--- config.mk ---
export PLATFORM = sky130hd
export DESIGN_NAME = fetch_stage
export DESIGN_NICKNAME = d
export VERILOG_FILES = /design/src/rtl/fetch_stage.sv
export SDC_FILE = /design/constraint.sdc
export NUM_CORES = 1
export LEC_CHECK = 0
export ABC_AREA = 1
export CAP_MARGIN = 20
export CORE_UTILIZATION = 58
export CTS_BUF_LIST = sky130_fd_sc_hd__clkbuf_2
export CTS_CLUSTER_DIAMETER = 40
export CTS_CLUSTER_SIZE = 16
export DETAILED_ROUTE_END_ITERATION = 12
export GPL_TIMING_DRIVEN = 0
export PLACE_DENSITY = 0.93
export SKIP_LAST_GASP = 1
export SYNTH_ARGS = -nofsm -noshare
export SYNTH_HDL_FRONTEND = slang
export SYNTH_SLANG_ARGS = --single-unit
export TNS_END_PERCENT = 30
--- constraint.sdc ---
create_clock -name clk -period 2.56 [get_ports clk]
set_clock_uncertainty 0.05 [all_clocks]
set_input_delay 0.256 -clock clk [delete_from_list [all_inputs] [get_ports clk]]
set_output_delay 0.256 -clock clk [all_outputs]
set_load 0.01 [all_outputs]
--- src/rtl/fetch_stage.sv ---
// fetch_stage
//   Instruction-fetch stage plus the IF/ID pipeline register. The stage owns
//   the PC and issues req/ack fetches to instruction memory. It presents each
//   fetched word, its PC and a valid bit to decode. Decode stalls and EX-stage
//   branch redirects are handled here, including a fetch that is still in
//   flight when the redirect arrives.
//
// Ports
//   clk             rising-edge clock
//   rst_n           synchronous active-low reset
//   stall_i         decode stall: IF/ID keeps its contents
//   flush_i         taken branch: redirect to branch_target_i and kill IF/ID
//   branch_target_i redirect address (bits [1:0] are forced to zero)
//   imem_req_o      fetch request, held until imem_ack_i
//   imem_addr_o     word-aligned fetch address
//   imem_ack_i      response valid; imem_rdata_i is sampled in this cycle
//   imem_rdata_i    instruction word
//   valid_d_o       IF/ID holds a live instruction
//   instr_d_o       IF/ID instruction (NOP_INSTR when invalid)
//   pc_d_o          PC of instr_d_o
//   op_d_o          instr_d_o[6:0]
//   funct_d_o       instr_d_o[14:12]
module fetch_stage #(
   parameter int              XLEN      = 32,
   parameter logic [XLEN-1:0] RESET_PC  = '0,
   parameter logic [31:0]     NOP_INSTR = 32'h0000_0013
) (
   input  logic            clk,
   input  logic            rst_n,
   input  logic            stall_i,
   input  logic            flush_i,
   input  logic [XLEN-1:0] branch_target_i,
   output logic            imem_req_o,
   output logic [XLEN-1:0] imem_addr_o,
   input  logic            imem_ack_i,
   input  logic [31:0]     imem_rdata_i,
   output logic            valid_d_o,
   output logic [31:0]     instr_d_o,
   output logic [XLEN-1:0] pc_d_o,
   output logic [6:0]      op_d_o,
   output logic [2:0]      funct_d_o
);

   typedef enum logic [1:0] {IDLE, FETCH, HOLD, DRAIN} state_t;

   state_t          state_reg;
   logic [XLEN-1:0] pc_reg;          // next address in program order
   logic [XLEN-1:0] addr_reg;        // address currently on the bus
   logic            req_reg;
   logic            valid_reg;
   logic [31:0]     instr_reg;
   logic [XLEN-1:0] pcd_reg;
   logic [31:0]     buf_instr_reg;   // word captured while decode was stalled
   logic [XLEN-1:0] buf_pc_reg;

   logic [XLEN-1:0] pc_inc;
   logic [XLEN-1:0] target_aligned;

   // Wraps modulo 2^XLEN by construction.
   assign pc_inc         = pc_reg + XLEN'(4);
   assign target_aligned = branch_target_i & ~XLEN'(3);

   always_ff @(posedge clk) begin
      if (!rst_n) begin
         state_reg     <= IDLE;
         pc_reg        <= RESET_PC;
         addr_reg      <= RESET_PC;
         req_reg       <= 1'b0;
         valid_reg     <= 1'b0;
         instr_reg     <= NOP_INSTR;
         pcd_reg       <= '0;
         buf_instr_reg <= NOP_INSTR;
         buf_pc_reg    <= '0;
      end else if (flush_i) begin
         // A redirect beats both stall and ack: IF/ID is always killed.
         pc_reg    <= target_aligned;
         valid_reg <= 1'b0;
         instr_reg <= NOP_INSTR;
         pcd_reg   <= '0;
         if ((state_reg == FETCH || state_reg == DRAIN) && !imem_ack_i) begin
            // The bus request cannot be withdrawn; keep the old address up
            // until memory answers and throw that answer away.
            state_reg <= DRAIN;
         end else begin
            state_reg <= FETCH;
            req_reg   <= 1'b1;
            addr_reg  <= target_aligned;
         end
      end else begin
         case (state_reg)
            IDLE: begin
               state_reg <= FETCH;
               req_reg   <= 1'b1;
               addr_reg  <= pc_reg;
               if (!stall_i) begin
                  valid_reg <= 1'b0;
                  instr_reg <= NOP_INSTR;
                  pcd_reg   <= '0;
               end
            end
            FETCH: begin
               if (imem_ack_i) begin
                  pc_reg <= pc_inc;
                  if (stall_i) begin
                     buf_instr_reg <= imem_rdata_i;
                     buf_pc_reg    <= pc_reg;
                     state_reg     <= HOLD;
                     req_reg       <= 1'b0;
                  end else begin
                     valid_reg <= 1'b1;
                     instr_reg <= imem_rdata_i;
                     pcd_reg   <= pc_reg;
                     addr_reg  <= pc_inc;
                  end
               end else if (!stall_i) begin
                  valid_reg <= 1'b0;
                  instr_reg <= NOP_INSTR;
                  pcd_reg   <= '0;
               end
            end
            HOLD: begin
               if (!stall_i) begin
                  valid_reg <= 1'b1;
                  instr_reg <= buf_instr_reg;
                  pcd_reg   <= buf_pc_reg;
                  state_reg <= FETCH;
                  req_reg   <= 1'b1;
                  addr_reg  <= pc_reg;
               end
            end
            DRAIN: begin
               if (imem_ack_i) begin
                  state_reg <= FETCH;
                  addr_reg  <= pc_reg;
               end
               if (!stall_i) begin
                  valid_reg <= 1'b0;
                  instr_reg <= NOP_INSTR;
                  pcd_reg   <= '0;
               end
            end
            default: begin
               state_reg <= IDLE;
               req_reg   <= 1'b0;
            end
         endcase
      end
   end

   assign imem_req_o  = req_reg;
   assign imem_addr_o = addr_reg;
   assign valid_d_o   = valid_reg;
   assign instr_d_o   = instr_reg;
   assign pc_d_o      = pcd_reg;
   assign op_d_o      = instr_reg[6:0];
   assign funct_d_o   = instr_reg[14:12];

endmodule

==> metrics.cfg <==
[global_routing]
overflow = 0
track_usage = 0.345
grt_max_degree = 17
antenna_found_initial = 1
grt_pass1_wl_um = 43700
grt_pass1_vias = 8880

[yosys]
synth.area.mux_share = 0
yosys_most_used_dff = dfxtp_1
synth_cells = 1292
synth_area_leaders = dfxtp_1 42%, nand2_1 13%, a21oi_1 9.5%, o21ai_0 6.8%, inv_1 5.1%
postSynthAreaPerCell_um2 = 6.99
seq_area_frac_synth = 0.421
async_flop_share = 0
ys_seq_elements = 190
synth_cell_type_count = 36
synth_top_area_frac = 0.421
ys_warn_count = 0
synth_enable_flop_cells = 0
synth-simple-area-share = 0.202
synth_compound_area_frac = 0.241
synth_xor_xnor_area_share = 0.0136
synth_top_area_cell = dfxtp_1
synth_top_family_by_area = compound AO/OA/AOI/OAI gates
syn_area_um2 = 9040
synthAdderAreaFrac = 0.00692

[cts]
hold_buffers = 12
cts_buffers = 17
h-tree-depth = 4
cts_sinks = 190
cts_tree = done
worstSkewPairLatency_ns = 0.79
cts_root_buf = clkbuf_2
path_clk_slew_ns = 0.24
cts_resized = 0
clockBufferDepth = 2
post_cts_buffers = 0

[floorplan]
rows = 45
start_util = 0.594
die_height_um = 127
fp.coreArea_um2 = 15200
die_w_um = 127
io_pins = 177
dieArea_um2 = 16100

[setup_path]
path_class = register to primary output
end_kind = primary output
cp_max_fo = 4
cp-start-kind = register
worstPathRequired_ns = 2.25
critPathArrivalTime_ns = 1.91

[route]
finalWirelength_um = 27400
route.detailed.drc = 0
wl_per_cell_um = 16.2
vias = 9507
antenna_left = 0
vias_per_cell = 5.61
drt_iter0_drc = 1025
firstDrtPassIters = 5

[pwr]
power_density_nw_per_um2 = 554
ir_worst_vdd_v = 0.000355
p_leak_nw = 4.13

[layout]
layout-drive-gt1-share = 0.0797
layout_common_cells = 319 x nand2_1, 190 x dfxtp_1, 172 x a21oi_1
multi_input_area_um2 = 4200
nets = 1569
mostFrequentLayoutCell = nand2_1
ff_latch_area_um2 = 3800
fill_cells = 1203
area_growth_pct = 25.6
final_cell_area_um2 = 11300

[place]
io_buffers = 171
place_congestion = 0.968
hpwl_um = 20700
placed_cell_area_um2 = 11000

[timing]
slew_viol_final = 0
rsz0062_at_grt = false
maxClockFrequency_ghz = 0.452
fin_crit_sh = 0.865
min_period_ns = 2.21
hold_viol_final = 0
finalSetupTns_ns = 0
max_slew_margin = 0.502
setup_violations = 0
worst_pin_slew_ns = 0.746
holdWs_ns = 0.0496

[min_path]
hold_path.class = primary input to register

[run_status]
status = finished, final reports clean

[job]
cap_viol_max_count = 0

## cell usage after synthesis (all sizes together), types with 3 or more instances
library cell and count:
o31ai 3, a21oi 172, buf 58, nor2 94, dfxtp 190, o22ai 33, clkbuf 31, inv 135
a31oi 9, ha 5, nand2 325, o21ai 175, a211oi 12, xor2 14, nand3 22
## layer usage
metal	track usage	up-vias	share of wire
li1	-	4613	-
met1	0.445	4326	0.42
met2	0.568	494	0.46
met3	0.0603	74	0.085
met4	0.148	0	0.034
met5	0	-	0
## worst paths after layout
check / startpoint / to / slack (ns) / cells past startpoint
setup / recovery: instr_d_o[4]$_SDFFE_PP1P_ / op_d_o[4] / 0.35 / 2
hold reg to reg: pc_d_o[0]$_SDFFE_PP0P_ / pc_d_o[0]$_SDFFE_PP0P_ / 0.41 / 2
setup reg to reg: state_reg[1]$_SDFFE_PN0P_ / imem_addr_o[16]$_SDFFE_PN0P_ / 0.40 / 9
hold / removal: imem_rdata_i[9] / buf_instr_reg[9]$_SDFFE_PN0P_ / 0.05 / 3
## cell families after synthesis
family,count (synthesis)
AOI/OAI and AO/OA,412
other,1
and+or+nand+nor,446
DFF,190
adders and majority gates,5
buffers and inverters,224
xor gates and xnor gates,14
## power by group
part	total (mW)	switching [mW]	internal, mW
clock network	1.56	1.01	0.542
logic	1.46	0.861	0.595
registers	3.28	0.133	3.14
## worst max-delay path: stages (launching register included)
cell,delay (ns)
dfxtp_1,0.46
buf_4,0.15
clkdlybuf4s50_1,0.52
## final cells by class
| class | instances | area share |
|---|---|---|
| Clock buffer | 19 | 0.00838 |
| Tap cell | 188 | 0.0207 |
| Inverter | 135 | 0.0449 |
| Antenna cell | 1 | 0.000221 |
| Sequential cell | 190 | 0.335 |
| Multi-Input combinational cell | 879 | 0.370 |
| Clock inverter | 11 | 0.0126 |
| Buffer | 89 | 0.0465 |
| Timing Repair Buffer | 183 | 0.161 |
## through the flow
step	total power, mW	setup slack (ns)	std cells	util
6_report	6.29	0.347	1695	0.747
5_1_grt	6.56	0.258	1695	0.747
4_1_cts	6.25	0.313	1694	0.746
3_5_place_dp	4.73	0.0680	1652	0.723
3_3_place_gp	4.69	0.119	1652	0.723
2_1_floorplan	4.12	0.905	1293	-
Power figures use the tool's default switching activity.
